--- src/rtl/instr_encoder_pkg.sv ---
// Shared definitions for the 6502 instruction encoder.
// Holds the addressing-mode and index codes (the same codes the CPU decoder
// produces), the sequential mnemonic codes, instruction length codes, the
// FSM state type and the latched request payload.
package instr_encoder_pkg;

   localparam int unsigned OP_W   = 6;
   localparam int unsigned MODE_W = 5;
   localparam int unsigned BYTE_W = 8;
   localparam int unsigned OPND_W = 16;
   localparam int unsigned LEN_W  = 2;

   // Addressing modes
   localparam logic [MODE_W-1:0] ADR_INVAL       = 5'd0;
   localparam logic [MODE_W-1:0] ADR_IMPL        = 5'd1;
   localparam logic [MODE_W-1:0] ADR_ACCUM       = 5'd2;
   localparam logic [MODE_W-1:0] ADR_IMM         = 5'd3;
   localparam logic [MODE_W-1:0] ADR_ZPG         = 5'd4;
   localparam logic [MODE_W-1:0] ADR_ZPG_X_Y     = 5'd5;
   localparam logic [MODE_W-1:0] ADR_ABS         = 5'd6;
   localparam logic [MODE_W-1:0] ADR_ABS_X_Y     = 5'd7;
   localparam logic [MODE_W-1:0] ADR_ABS_X_IND   = 5'd8;
   localparam logic [MODE_W-1:0] ADR_ZPG_IND_Y   = 5'd9;
   localparam logic [MODE_W-1:0] ADR_REL         = 5'd10;
   localparam logic [MODE_W-1:0] ADR_ABS_JMP     = 5'd11;
   localparam logic [MODE_W-1:0] ADR_ABS_IND     = 5'd12;
   localparam logic [MODE_W-1:0] ADR_ABS_JSR     = 5'd13;
   localparam logic [MODE_W-1:0] ADR_STACK_PUSH  = 5'd14;
   localparam logic [MODE_W-1:0] ADR_STACK_PULL  = 5'd15;
   localparam logic [MODE_W-1:0] ADR_STACK_RTS   = 5'd16;
   localparam logic [MODE_W-1:0] ADR_STACK_RTI   = 5'd17;
   localparam logic [MODE_W-1:0] ADR_STACK_BRK   = 5'd18;
   localparam logic [MODE_W-1:0] ADR_ZPG_RMW     = 5'd19;
   localparam logic [MODE_W-1:0] ADR_ZPG_X_Y_RMW = 5'd20;
   localparam logic [MODE_W-1:0] ADR_ABS_RMW     = 5'd21;
   localparam logic [MODE_W-1:0] ADR_ABS_X_Y_RMW = 5'd22;

   localparam logic ADR_INDEX_X = 1'b0;
   localparam logic ADR_INDEX_Y = 1'b1;

   // Mnemonics (sequential)
   localparam logic [OP_W-1:0] OP_ORA = 6'd0;
   localparam logic [OP_W-1:0] OP_AND = 6'd1;
   localparam logic [OP_W-1:0] OP_EOR = 6'd2;
   localparam logic [OP_W-1:0] OP_ADC = 6'd3;
   localparam logic [OP_W-1:0] OP_STA = 6'd4;
   localparam logic [OP_W-1:0] OP_LDA = 6'd5;
   localparam logic [OP_W-1:0] OP_CMP = 6'd6;
   localparam logic [OP_W-1:0] OP_SBC = 6'd7;
   localparam logic [OP_W-1:0] OP_ASL = 6'd8;
   localparam logic [OP_W-1:0] OP_ROL = 6'd9;
   localparam logic [OP_W-1:0] OP_LSR = 6'd10;
   localparam logic [OP_W-1:0] OP_ROR = 6'd11;
   localparam logic [OP_W-1:0] OP_INC = 6'd12;
   localparam logic [OP_W-1:0] OP_DEC = 6'd13;
   localparam logic [OP_W-1:0] OP_STX = 6'd14;
   localparam logic [OP_W-1:0] OP_STY = 6'd15;
   localparam logic [OP_W-1:0] OP_LDX = 6'd16;
   localparam logic [OP_W-1:0] OP_LDY = 6'd17;
   localparam logic [OP_W-1:0] OP_CPX = 6'd18;
   localparam logic [OP_W-1:0] OP_CPY = 6'd19;
   localparam logic [OP_W-1:0] OP_INX = 6'd20;
   localparam logic [OP_W-1:0] OP_INY = 6'd21;
   localparam logic [OP_W-1:0] OP_DEX = 6'd22;
   localparam logic [OP_W-1:0] OP_DEY = 6'd23;
   localparam logic [OP_W-1:0] OP_TAX = 6'd24;
   localparam logic [OP_W-1:0] OP_TXA = 6'd25;
   localparam logic [OP_W-1:0] OP_TAY = 6'd26;
   localparam logic [OP_W-1:0] OP_TYA = 6'd27;
   localparam logic [OP_W-1:0] OP_TXS = 6'd28;
   localparam logic [OP_W-1:0] OP_TSX = 6'd29;
   localparam logic [OP_W-1:0] OP_PHA = 6'd30;
   localparam logic [OP_W-1:0] OP_PLA = 6'd31;
   localparam logic [OP_W-1:0] OP_BPL = 6'd32;
   localparam logic [OP_W-1:0] OP_BMI = 6'd33;
   localparam logic [OP_W-1:0] OP_BVC = 6'd34;
   localparam logic [OP_W-1:0] OP_BVS = 6'd35;
   localparam logic [OP_W-1:0] OP_BCC = 6'd36;
   localparam logic [OP_W-1:0] OP_BCS = 6'd37;
   localparam logic [OP_W-1:0] OP_BNE = 6'd38;
   localparam logic [OP_W-1:0] OP_BEQ = 6'd39;
   localparam logic [OP_W-1:0] OP_CLC = 6'd40;
   localparam logic [OP_W-1:0] OP_SEC = 6'd41;
   localparam logic [OP_W-1:0] OP_CLI = 6'd42;
   localparam logic [OP_W-1:0] OP_SEI = 6'd43;
   localparam logic [OP_W-1:0] OP_CLV = 6'd44;
   localparam logic [OP_W-1:0] OP_CLD = 6'd45;
   localparam logic [OP_W-1:0] OP_SED = 6'd46;
   localparam logic [OP_W-1:0] OP_JMP = 6'd47;
   localparam logic [OP_W-1:0] OP_JSR = 6'd48;
   localparam logic [OP_W-1:0] OP_RTS = 6'd49;
   localparam logic [OP_W-1:0] OP_RTI = 6'd50;
   localparam logic [OP_W-1:0] OP_BRK = 6'd51;

   // Instruction length codes; ILEN_NONE marks a mode with no encoding
   localparam logic [LEN_W-1:0] ILEN_NONE = 2'd0;
   localparam logic [LEN_W-1:0] ILEN_1    = 2'd1;
   localparam logic [LEN_W-1:0] ILEN_2    = 2'd2;
   localparam logic [LEN_W-1:0] ILEN_3    = 2'd3;

   typedef enum logic [2:0] {
      ST_IDLE,
      ST_CHK,
      ST_OPC,
      ST_LO,
      ST_HI
   } enc_state_e;

   typedef struct packed {
      logic [OP_W-1:0]   op;
      logic [MODE_W-1:0] mode;
      logic              index;
      logic [OPND_W-1:0] operand;
   } enc_req_t;

   // Read-modify-write mode codes encode exactly like their plain forms
   function automatic logic [MODE_W-1:0] norm_mode(input logic [MODE_W-1:0] m);
      case (m)
         ADR_ZPG_RMW:     return ADR_ZPG;
         ADR_ZPG_X_Y_RMW: return ADR_ZPG_X_Y;
         ADR_ABS_RMW:     return ADR_ABS;
         ADR_ABS_X_Y_RMW: return ADR_ABS_X_Y;
         default:         return m;
      endcase
   endfunction

endpackage

--- src/rtl/instr_encoder_opcode_lut.sv ---
// Combinational opcode table: maps (mnemonic, addressing mode, index) to the
// 6502 opcode byte and instruction length, flagging illegal combinations.
// Ports: op, adr_mode, index in; opcode[7:0], len[1:0], illegal out.
module opcode_lut
   import instr_encoder_pkg::*;
(
   input  logic [5:0] op,
   input  logic [4:0] adr_mode,
   input  logic       index,
   output logic [7:0] opcode,
   output logic [1:0] len,
   output logic       illegal
);

   logic [MODE_W-1:0] mode;
   logic [LEN_W-1:0]  len_m;
   logic [2:0]        aaa;
   logic [2:0]        bbb;
   logic [BYTE_W-1:0] opc;
   logic              ok;

   assign mode = norm_mode(adr_mode);

   // Length is a property of the addressing mode alone
   always_comb begin
      case (mode)
         ADR_IMPL, ADR_ACCUM, ADR_STACK_PUSH, ADR_STACK_PULL,
         ADR_STACK_RTS, ADR_STACK_RTI, ADR_STACK_BRK:
            len_m = ILEN_1;
         ADR_IMM, ADR_ZPG, ADR_ZPG_X_Y, ADR_REL, ADR_ABS_X_IND, ADR_ZPG_IND_Y:
            len_m = ILEN_2;
         ADR_ABS, ADR_ABS_X_Y, ADR_ABS_JMP, ADR_ABS_IND, ADR_ABS_JSR:
            len_m = ILEN_3;
         default:
            len_m = ILEN_NONE;
      endcase
   end

   // Opcode selection and legality per mnemonic
   always_comb begin
      opc = 8'h00;
      ok  = 1'b1;
      aaa = 3'b000;
      bbb = 3'b000;
      case (op)
         OP_ORA, OP_AND, OP_EOR, OP_ADC, OP_STA, OP_LDA, OP_CMP, OP_SBC: begin
            case (mode)
               ADR_ABS_X_IND: bbb = 3'b000;
               ADR_ZPG:       bbb = 3'b001;
               ADR_IMM: begin
                  bbb = 3'b010;
                  ok  = (op != OP_STA);
               end
               ADR_ABS:       bbb = 3'b011;
               ADR_ZPG_IND_Y: bbb = 3'b100;
               ADR_ZPG_X_Y: begin
                  bbb = 3'b101;
                  ok  = (index == ADR_INDEX_X);
               end
               ADR_ABS_X_Y:   bbb = (index == ADR_INDEX_Y) ? 3'b110 : 3'b111;
               default:       ok  = 1'b0;
            endcase
            opc = {op[2:0], bbb, 2'b01};
         end
         OP_ASL, OP_ROL, OP_LSR, OP_ROR, OP_INC, OP_DEC: begin
            case (op)
               OP_ROL:  aaa = 3'b001;
               OP_LSR:  aaa = 3'b010;
               OP_ROR:  aaa = 3'b011;
               OP_DEC:  aaa = 3'b110;
               OP_INC:  aaa = 3'b111;
               default: aaa = 3'b000;
            endcase
            case (mode)
               ADR_ACCUM: begin
                  bbb = 3'b010;
                  ok  = (op != OP_INC) && (op != OP_DEC);
               end
               ADR_ZPG: bbb = 3'b001;
               ADR_ABS: bbb = 3'b011;
               ADR_ZPG_X_Y: begin
                  bbb = 3'b101;
                  ok  = (index == ADR_INDEX_X);
               end
               ADR_ABS_X_Y: begin
                  bbb = 3'b111;
                  ok  = (index == ADR_INDEX_X);
               end
               default: ok = 1'b0;
            endcase
            opc = {aaa, bbb, 2'b10};
         end
         OP_STX: begin
            case (mode)
               ADR_ZPG: opc = 8'h86;
               ADR_ABS: opc = 8'h8E;
               ADR_ZPG_X_Y: begin
                  opc = 8'h96;
                  ok  = (index == ADR_INDEX_Y);
               end
               default: ok = 1'b0;
            endcase
         end
         OP_STY: begin
            case (mode)
               ADR_ZPG: opc = 8'h84;
               ADR_ABS: opc = 8'h8C;
               ADR_ZPG_X_Y: begin
                  opc = 8'h94;
                  ok  = (index == ADR_INDEX_X);
               end
               default: ok = 1'b0;
            endcase
         end
         OP_LDX: begin
            case (mode)
               ADR_IMM: opc = 8'hA2;
               ADR_ZPG: opc = 8'hA6;
               ADR_ABS: opc = 8'hAE;
               ADR_ZPG_X_Y: begin
                  opc = 8'hB6;
                  ok  = (index == ADR_INDEX_Y);
               end
               ADR_ABS_X_Y: begin
                  opc = 8'hBE;
                  ok  = (index == ADR_INDEX_Y);
               end
               default: ok = 1'b0;
            endcase
         end
         OP_LDY: begin
            case (mode)
               ADR_IMM: opc = 8'hA0;
               ADR_ZPG: opc = 8'hA4;
               ADR_ABS: opc = 8'hAC;
               ADR_ZPG_X_Y: begin
                  opc = 8'hB4;
                  ok  = (index == ADR_INDEX_X);
               end
               ADR_ABS_X_Y: begin
                  opc = 8'hBC;
                  ok  = (index == ADR_INDEX_X);
               end
               default: ok = 1'b0;
            endcase
         end
         OP_CPX, OP_CPY: begin
            case (mode)
               ADR_IMM: opc = (op == OP_CPX) ? 8'hE0 : 8'hC0;
               ADR_ZPG: opc = (op == OP_CPX) ? 8'hE4 : 8'hC4;
               ADR_ABS: opc = (op == OP_CPX) ? 8'hEC : 8'hCC;
               default: ok  = 1'b0;
            endcase
         end
         OP_INX, OP_INY, OP_DEX, OP_DEY, OP_TAX, OP_TXA, OP_TAY, OP_TYA,
         OP_TXS, OP_TSX, OP_CLC, OP_SEC, OP_CLI, OP_SEI, OP_CLV, OP_CLD,
         OP_SED: begin
            ok = (mode == ADR_IMPL);
            case (op)
               OP_INX:  opc = 8'hE8;
               OP_INY:  opc = 8'hC8;
               OP_DEX:  opc = 8'hCA;
               OP_DEY:  opc = 8'h88;
               OP_TAX:  opc = 8'hAA;
               OP_TXA:  opc = 8'h8A;
               OP_TAY:  opc = 8'hA8;
               OP_TYA:  opc = 8'h98;
               OP_TXS:  opc = 8'h9A;
               OP_TSX:  opc = 8'hBA;
               OP_CLC:  opc = 8'h18;
               OP_SEC:  opc = 8'h38;
               OP_CLI:  opc = 8'h58;
               OP_SEI:  opc = 8'h78;
               OP_CLV:  opc = 8'hB8;
               OP_CLD:  opc = 8'hD8;
               default: opc = 8'hF8;
            endcase
         end
         // Branch condition code sits in the top three opcode bits
         OP_BPL, OP_BMI, OP_BVC, OP_BVS, OP_BCC, OP_BCS, OP_BNE, OP_BEQ: begin
            opc = {op[2:0], 5'b10000};
            ok  = (mode == ADR_REL);
         end
         OP_PHA: begin
            opc = 8'h48;
            ok  = (mode == ADR_STACK_PUSH);
         end
         OP_PLA: begin
            opc = 8'h68;
            ok  = (mode == ADR_STACK_PULL);
         end
         OP_RTS: begin
            opc = 8'h60;
            ok  = (mode == ADR_STACK_RTS);
         end
         OP_RTI: begin
            opc = 8'h40;
            ok  = (mode == ADR_STACK_RTI);
         end
         OP_BRK: begin
            opc = 8'h00;
            ok  = (mode == ADR_STACK_BRK);
         end
         OP_JMP: begin
            case (mode)
               ADR_ABS, ADR_ABS_JMP: opc = 8'h4C;
               ADR_ABS_IND:          opc = 8'h6C;
               default:              ok  = 1'b0;
            endcase
         end
         OP_JSR: begin
            opc = 8'h20;
            ok  = (mode == ADR_ABS_JSR) || (mode == ADR_ABS);
         end
         default: ok = 1'b0;
      endcase
   end

   assign opcode  = opc;
   assign len     = len_m;
   assign illegal = !ok || (len_m == ILEN_NONE);

endmodule

--- src/rtl/instr_encoder.sv ---
// Sequential 6502 instruction encoder: accepts a mnemonic/mode/index/operand
// request and streams the 1-3 byte machine code out over valid/ready.
// Ports: clk, rst_n; request in_valid/in_ready/in_op/in_adr_mode/in_index/
// in_operand; byte stream out_valid/out_ready/out_byte/out_last; err pulse.
module instr_encoder
   import instr_encoder_pkg::*;
(
   input  logic        clk,
   input  logic        rst_n,
   input  logic        in_valid,
   output logic        in_ready,
   input  logic [5:0]  in_op,
   input  logic [4:0]  in_adr_mode,
   input  logic        in_index,
   input  logic [15:0] in_operand,
   output logic        out_valid,
   input  logic        out_ready,
   output logic [7:0]  out_byte,
   output logic        out_last,
   output logic        err
);

   enc_state_e        state_q, state_d;
   enc_req_t          req_q, req_d;
   logic [BYTE_W-1:0] opcode_q, opcode_d;
   logic [LEN_W-1:0]  len_q, len_d;
   logic              out_valid_q, out_valid_d;
   logic [BYTE_W-1:0] out_byte_q, out_byte_d;
   logic              out_last_q, out_last_d;
   logic              err_q, err_d;

   logic [BYTE_W-1:0] lut_opcode;
   logic [LEN_W-1:0]  lut_len;
   logic              lut_illegal;

   opcode_lut u_lut (
      .op       (req_q.op),
      .adr_mode (req_q.mode),
      .index    (req_q.index),
      .opcode   (lut_opcode),
      .len      (lut_len),
      .illegal  (lut_illegal)
   );

   // State and output registers
   always_ff @(posedge clk or negedge rst_n) begin
      if (!rst_n) begin
         state_q     <= ST_IDLE;
         req_q       <= '0;
         opcode_q    <= '0;
         len_q       <= ILEN_NONE;
         out_valid_q <= 1'b0;
         out_byte_q  <= '0;
         out_last_q  <= 1'b0;
         err_q       <= 1'b0;
      end else begin
         state_q     <= state_d;
         req_q       <= req_d;
         opcode_q    <= opcode_d;
         len_q       <= len_d;
         out_valid_q <= out_valid_d;
         out_byte_q  <= out_byte_d;
         out_last_q  <= out_last_d;
         err_q       <= err_d;
      end
   end

   // Next state and registered-output values
   always_comb begin
      state_d     = state_q;
      req_d       = req_q;
      opcode_d    = opcode_q;
      len_d       = len_q;
      out_valid_d = out_valid_q;
      out_byte_d  = out_byte_q;
      out_last_d  = out_last_q;
      err_d       = 1'b0;
      case (state_q)
         ST_IDLE: begin
            if (in_valid) begin
               req_d   = '{op: in_op, mode: in_adr_mode, index: in_index,
                           operand: in_operand};
               state_d = ST_CHK;
            end
         end
         ST_CHK: begin
            opcode_d = lut_opcode;
            len_d    = lut_len;
            if (lut_illegal) begin
               err_d   = 1'b1;
               state_d = ST_IDLE;
            end else begin
               state_d = ST_OPC;
            end
         end
         // First OPC cycle loads the opcode; later cycles wait for the sink
         ST_OPC: begin
            if (!out_valid_q) begin
               out_valid_d = 1'b1;
               out_byte_d  = opcode_q;
               out_last_d  = (len_q == ILEN_1);
            end else if (out_ready) begin
               if (len_q == ILEN_1) begin
                  out_valid_d = 1'b0;
                  out_last_d  = 1'b0;
                  state_d     = ST_IDLE;
               end else begin
                  out_byte_d = req_q.operand[7:0];
                  out_last_d = (len_q == ILEN_2);
                  state_d    = ST_LO;
               end
            end
         end
         ST_LO: begin
            if (out_ready) begin
               if (len_q == ILEN_2) begin
                  out_valid_d = 1'b0;
                  out_last_d  = 1'b0;
                  state_d     = ST_IDLE;
               end else begin
                  out_byte_d = req_q.operand[15:8];
                  out_last_d = 1'b1;
                  state_d    = ST_HI;
               end
            end
         end
         ST_HI: begin
            if (out_ready) begin
               out_valid_d = 1'b0;
               out_last_d  = 1'b0;
               state_d     = ST_IDLE;
            end
         end
         default: state_d = ST_IDLE;
      endcase
   end

   assign in_ready  = (state_q == ST_IDLE);
   assign out_valid = out_valid_q;
   assign out_byte  = out_byte_q;
   assign out_last  = out_last_q;
   assign err       = err_q;

endmodule

--- config.mk ---
export PLATFORM = sky130hd
export DESIGN_NAME = instr_encoder
export DESIGN_NICKNAME = d
export VERILOG_FILES = /design/src/rtl/instr_encoder_pkg.sv /design/src/rtl/instr_encoder_opcode_lut.sv /design/src/rtl/instr_encoder.sv
export SDC_FILE = /design/constraint.sdc
export NUM_CORES = 1
export LEC_CHECK = 0
export ABC_CLOCK_PERIOD_IN_PS = 3800
export BUFFER_PORTS_ARGS = -buffer_cell sky130_fd_sc_hd__buf_2
export CORE_ASPECT_RATIO = 1.75
export CORE_UTILIZATION = 50
export CTS_BUF_LIST = sky130_fd_sc_hd__clkbuf_4 sky130_fd_sc_hd__clkbuf_8
export CTS_CLUSTER_SIZE = 20
export DETAILED_ROUTE_END_ITERATION = 10
export GPL_TIMING_DRIVEN = 1
export PLACE_DENSITY = 0.7
export SETUP_SLACK_MARGIN = 0.15
export SLEW_MARGIN = 15
export SYNTH_ARGS = -nofsm -noshare
export SYNTH_HDL_FRONTEND = slang
export SYNTH_SLANG_ARGS = --single-unit
--- constraint.sdc ---
create_clock -name clk -period 3.8 [get_ports clk]
set_input_delay 0 -clock clk [delete_from_list [all_inputs] [get_ports clk]]
set_output_delay 0 -clock clk [all_outputs]
set_load 0.005 [all_outputs]
Yosys cells after proc, flatten, opt, wreduce, memory -nomap -nowiden
Memories as Yosys holds them, arrays and structs flattened.
Index checks and enable logic that the tools add are counted.
{"block": "word_totals", "regBits": 52, "latch_bits": 0, "ram_bits": 0, "romBits": 384, "in_bits": 32, "out_inout_bits": 12, "memories": 2}
{"block": "classes", "addsub": 0, "mul": 0, "div_mod_pow": 0, "magnitude_cmp": 0, "eq_ne": 91, "shifts": 0, "muxes": 54, "bitwise": 1, "n_reduce_logical": 25}
{"name": "(no name shown)", "words": 64, "width": 5, "rd": 1, "rd_ports_with_merged_regs": 0, "wr": 0, "line": "instr_encoder_opcode_lut.sv:159", "source": "case (op)"}
{"name": "(no name shown)", "words": 32, "width": 2, "rd": 1, "rd_ports_with_merged_regs": 0, "wr": 0, "line": "instr_encoder_opcode_lut.sv:26", "source": "case (mode)"}
{"op": "6-bit equality test, second input constant", "count": 20}
{"op": "8-bit case mux with 15 select lines", "count": 1}
{"op": "6-bit by 5-bit equality test with 1-bit output, second input constant", "count": 16}
{"op": "8-bit case mux with 5 select lines", "count": 2}
{"op": "8-bit case mux with 3 select lines", "count": 3}
{"op": "6-bit by 4-bit equality test with 1-bit output, second input constant", "count": 8}
{"op": "3-bit case mux with 5 select lines", "count": 3}
{"op": "5-bit by 4-bit equality test with 1-bit output, second input constant", "count": 8}
{"op": "8-bit two-way mux", "count": 5}
{"op": "5-bit equality test, second input constant", "count": 7}
{"op": "6-bit by 3-bit equality test with 1-bit output, second input constant", "count": 4}
{"op": "5-bit by 3-bit equality test with 1-bit output, second input constant", "count": 4}
{"op": "5-bit case mux with 4 select lines", "count": 1}
{"op": "3-bit two-way mux", "count": 6}
{"op": "6-bit two-way mux", "count": 3}
{"op": "3-bit case mux with 6 select lines", "count": 1}
{"op": "17-bit OR reduction", "count": 1}
{"op": "1-bit two-way mux", "count": 16}
{"op": "1-bit case mux with 16 select lines", "count": 1}
{"op": "8-bit case mux with 2 select lines", "count": 1}
{"op": "8-bit OR reduction", "count": 2}
{"op": "2-bit inequality test, second input constant", "count": 7}
{"op": "7-bit case mux with 2 select lines", "count": 1}
{"op": "6-bit by 2-bit equality test with 1-bit output, second input constant", "count": 2}
{"op": "30 further kinds", "count": 48}

Depth between registers and ports, before layout
{"block": "depth", "depth_word": 10, "depth_mapped": 14}

By module
Synthesis repeated with hierarchy kept, for this count alone.
{"block": "hier_totals", "cells_unflattened": 410, "area_unflattened_um2": 3853.7}
{"module": "instr_encoder", "instances": 1, "cells_each": 186, "area_per_inst_um2": 2429.8, "seq_area_each_um2": 1301.2}
{"module": "opcode_lut", "instances": 1, "cells_each": 224, "area_per_inst_um2": 1423.9, "seq_area_each_um2": 0.0}

Worst setup path after synthesis
OpenSTA, ideal clock, no wires.
{"block": "synth_path", "path_kind": "flip-flop to flip-flop", "startpoint": "register req_q[21] in the netlist's numbering", "endpoint": "register state_q[1]", "setup_time_ns": 0.128, "arrival_time_ns": 2.650, "required_ns": 3.672, "path_slack_ns": 1.022, "stages_incl_launch_ff": 15, "synth_period_minus_slack_ns": 2.778, "path_cell_list": "dfrtp_1 > buf_6 > buf_2 > nand3b_1 > mux2i_1 > inv_1 > ha_1 > or2_0 > clkbuf_1 > o211a_1 > o21ai_0 > o211ai_1 > a211o_1 > o21ai_1 > o22ai_1"}
{"block": "synth_between", "elab_chain_cells": 10, "elab_cells_between_ends": 44}
{"item": "start: declaration", "line": "instr_encoder.sv:24", "source": "enc_req_t req_q, req_d;"}
{"item": "start signal: assignment", "line": "instr_encoder.sv:58", "source": "req_q <= req_d;"}
{"item": "5-bit equality test", "line": "instr_encoder_pkg.sv:118", "source": "case (m)"}
{"item": "5-bit case mux with 4 select lines (*)", "line": "instr_encoder_pkg.sv:118"}
{"item": "5-bit by 4-bit equality test with 1-bit output (tied with other cells)", "line": "instr_encoder_opcode_lut.sv:47", "source": "case (mode)"}
{"item": "5-bit OR reduction (no line) (tied with other cells)"}
{"item": "1-bit case mux with 3 select lines (tied with other cells)", "line": "instr_encoder_opcode_lut.sv:47"}
{"item": "1-bit case mux with 16 select lines", "line": "instr_encoder_opcode_lut.sv:45", "source": "case (op)"}
{"item": "1-bit logical NOT", "line": "instr_encoder_opcode_lut.sv:221", "source": "assign illegal = !ok || (len_m == ILEN_NONE);"}
{"item": "1-bit logical OR (*)", "line": "instr_encoder_opcode_lut.sv:221"}
{"item": "2-bit two-way mux (*)", "line": "instr_encoder.sv:89", "source": "if (lut_illegal) begin"}
{"item": "3-bit case mux with 5 select lines (*)", "line": "instr_encoder.sv:78", "source": "case (state_q)"}
{"item": "end signal: assignment", "line": "instr_encoder.sv:57", "source": "state_q <= state_d;"}
{"item": "end: declaration", "line": "instr_encoder.sv:23", "source": "enc_state_e state_q, state_d;"}
Mark *: on every way between the ends. The rest lies on a longest branch, timed or not.
A chain may end at the register's enable or synchronous reset.

Final worst setup path
Same ends and word-level chain as after synthesis.

==> run metrics <==
critical-path cell list inv_1 > o31ai_1 > a22o_1 > inv_1 > ha_1 > or2_0 > o211a_1 > o21ai_0 > o211ai_1 > a211o_1 > o21ai_1 > o22ai_1; Max Fanout on Critical Path 18; endpoint required time on the critical path approximately 4000 ps; Clk network pwr share 0.089; total negative setup slack 0 ps; relative contribution of combinational cells to total power 0.570; Crit path top cell by count inv_1; fraction of layout cells with a size suffix above 1 0.193; fraction of post-synthesis cell area in the top cell type by area 0.364; CTS tree done; grt total ovfl 0; outcome complete, no violations; CTS Hold Bufs 30; global-route wire length before repair around 15000 µm; number of cells upsized or downsized after cts 0; critical path start-end classification register to register; pwr/cell area between 900 and 1000 mW/mm²; clock slew at the register clock pins of the worst setup and hold paths about 100 ps; power share of the sequential group 0.341; violation count after the first detailed-route iteration about 240; CTS Root Cell clkbuf_8; I/O pin cnt 44; setup repair after global routing missed its margin no; fin nets 508; Die Area 0.00751 mm²; total number of H-tree levels 2; category of the worst setup path capture point register; Design Power 3.76 mW; Final period util 0.883; met1 global-route usage 0.289; met3 track utilization from global routing 0.0300; part of the Yosys area used for sequential elements 0.364; Clock Skews 12.1 ps; slew at the pin closest to its max-slew limit 765 ps; gate count after technology mapping approximately 420; Switch Pwr 1.82 mW; final weighted congestion in routability-driven placement 0.978; height of the die 114 µm; Area contributors post-synth dfrtp_1 36%, mux2_2 8.8%, o21ai_0 5.9%, nand2_1 5.5%, nor2_1 4.3%; Worst Setup Start Kind register; gate family responsible for the most delay along the worst path compound AO/OA/AOI/OAI gates; overall die width 65.9 µm; FFs w/ async S/R, synth 1.00; arrival time of the worst setup path 3550 ps; count of state elements after synthesis 52; insertion delay of the later-clocked pin in the worst-skew pair roughly 320 ps; initial antenna violation count 0; maximum vdd ir drop around 590 µV; max_cap viols 0; count of final max-slew check failures 0; switching share of power 0.484; area leader, netlist dfrtp_1; post-detailed-route DRC marker count 0; number of different library cells in the post-synthesis netlist 66; class of the most critical hold timing path input port to register; clock sink count 52; average vias per placed instance between 6 and 7; synth-to-layout area growth 16.6%; worst hold slack across all endpoints between 300 and 400 ps; number of iterations in the first detailed-routing pass 4; Diodes inserted 0; number of warnings printed during yosys synthesis 0; Initial Utilization 0.518; dpl hpwl 6590 µm; pin count of the biggest net entering global routing 53; number of I/O port buffers 43; Tmin final 3350 ps; wire length reported by the detailed router 9210 µm; busiest metal layer after global routing met2; filler cell count in the final layout 629; total via count after detailed routing 3376; overall fraction of global-route tracks in use 0.260; number of enable-type register cells in the synthesized netlist 0; met2 layer usage reported by global route 0.472; Worst path slowest cell dfrtp_1; internal power of the cells 1.94 mW; Main synth FF type dfrtp_1; number of global-route vias before repair about 3200; most frequent cells after synthesis 52 x dfrtp_1, 52 x nand2_1, 42 x o21ai_0; leakage power total 1.76 nW; average cell area after synthesis around 8.5 µm²; buffers from clock root to sink, at most 2; # setup viols final 0; average wire length per cell after detail routing approximately 17 µm; maximum operating frequency approximately 300 MHz; number of placement rows 40; slew margin rel. 0.490; Critical Path Max Stage Delay 680 ps; Synth Cell Area 0.00358 mm²; final antenna-violating net count 0; number of buffers created by CTS 5; placeable core region 0.00691 mm²; hold violation count in the final report 0; flop2flop setup slack 450 ps; synthesized netlist net count 459; number of buffer and inverter instances along the worst setup path 2; total setup buffers inserted after CTS 0
-- routing by layer --
layer,share of wire,wire length (µm),vias to the layer above
met3,0.039,355,27
met5,0,0,-
met2,0.54,4960,106
li1,-,-,1633
met1,0.39,3590,1610
met4,0.033,303,0
-- through the flow --
stage	utilization	area (µm²)	instances	setup WS, ps
6_report	0.604	4170	556	446
5_1_grt	0.604	4170	556	256
4_1_cts	0.604	4170	556	520
3_5_place_dp	0.547	3780	518	536
3_3_place_gp	0.547	3780	518	657
2_1_floorplan	-	3580	422	1020
-- final timing paths --
path | start | to | depth (start not counted)
worst min-delay path | in_valid | state_q[2] | 6
worst max-delay path | req_q[21] | state_q[1] | 12
worst max register to register | req_q[21] | state_q[1] | 12
min in group asynchronous | rst_n | out_valid | 3
max in group asynchronous | rst_n | req_q[1] | 3
worst min register to register | out_byte[7] | out_byte[7] | 2
-- cell type report --
type | count | area (µm²) | area share
clock inverters | 3 | 26.3 | 0.00630
flip-flops and latches | 52 | 1300 | 0.312
well taps | 84 | 105 | 0.0252
repair buffers | 78 | 553 | 0.133
multi-input cells | 326 | 2090 | 0.500
inverters | 8 | 30.0 | 0.00720
clock buffers | 5 | 68.8 | 0.0165
-- kinds of logic after synthesis --
group                      after synthesis  synth area share
AOI/OAI and AO/OA                      118             0.215
xor gates and xnor gates                 3           0.00735
adders and majority gates                5            0.0175
buffers and inverters                   44            0.0553
DFF                                     52             0.364
muxes                                   38             0.116
and+or+nand+nor                        162             0.225
-- flip-flops by register name, indices dropped and copies added, names as in the netlist --
register and cells:
out_valid 1, len_q 2, out_byte 8, state_q 3
err 1, out_last 1, req_q 28, opcode_q 8
-- power by group through the flow --
stage / sequential (mW) / combinational [mW] / clock [mW]
after CTS: 1.27 / 2.14 / 0.346
after floorplan: 0.977 / 1.89 / 0
after global routing: 1.34 / 2.38 / 0.368
after global placement: 1.27 / 2.07 / 0
after detailed placement: 1.29 / 2.10 / 0
final: 1.28 / 2.15 / 0.335
-- worst register-to-register path, cell delays in order, from the launching register on --
cell	delay, ps
dfrtp_1	680
inv_1	180
o31ai_1	250
a22o_1	280
inv_1	90
ha_1	240
or2_0	380
o211a_1	280
o21ai_0	170
o211ai_1	110
a211o_1	300
o21ai_1	180
o22ai_1	100
-- layout by cell type, fill, tap and decap left out, types with 3 or more instances in the layout --
cell type      Yosys  final
a21oi_1           18     18
a221oi_1           4      4
a31oi_1            8      8
a32oi_1            3      3
and2_1             4      4
buf_2             14     43
buf_4              2      5
clkbuf_8           0      5
dfrtp_1           52     52
dlygate4sd3_1      0     30
ha_1               5      5
inv_1              8      8
mux2_2            28     28
mux2i_1           10     10
nand2_1           52     52
nand2b_1          11     11
nand3_1            5      5
nand3b_1           4      4
nor2_1            41     41
nor2b_1            9      9
nor3_1            11     11
nor3b_1            3      3
nor4_1             5      5
o211ai_1           3      3
o21ai_0           42     42
o22a_1             3      3
o22ai_1            7      7
(Power assumes the default switching activity.)
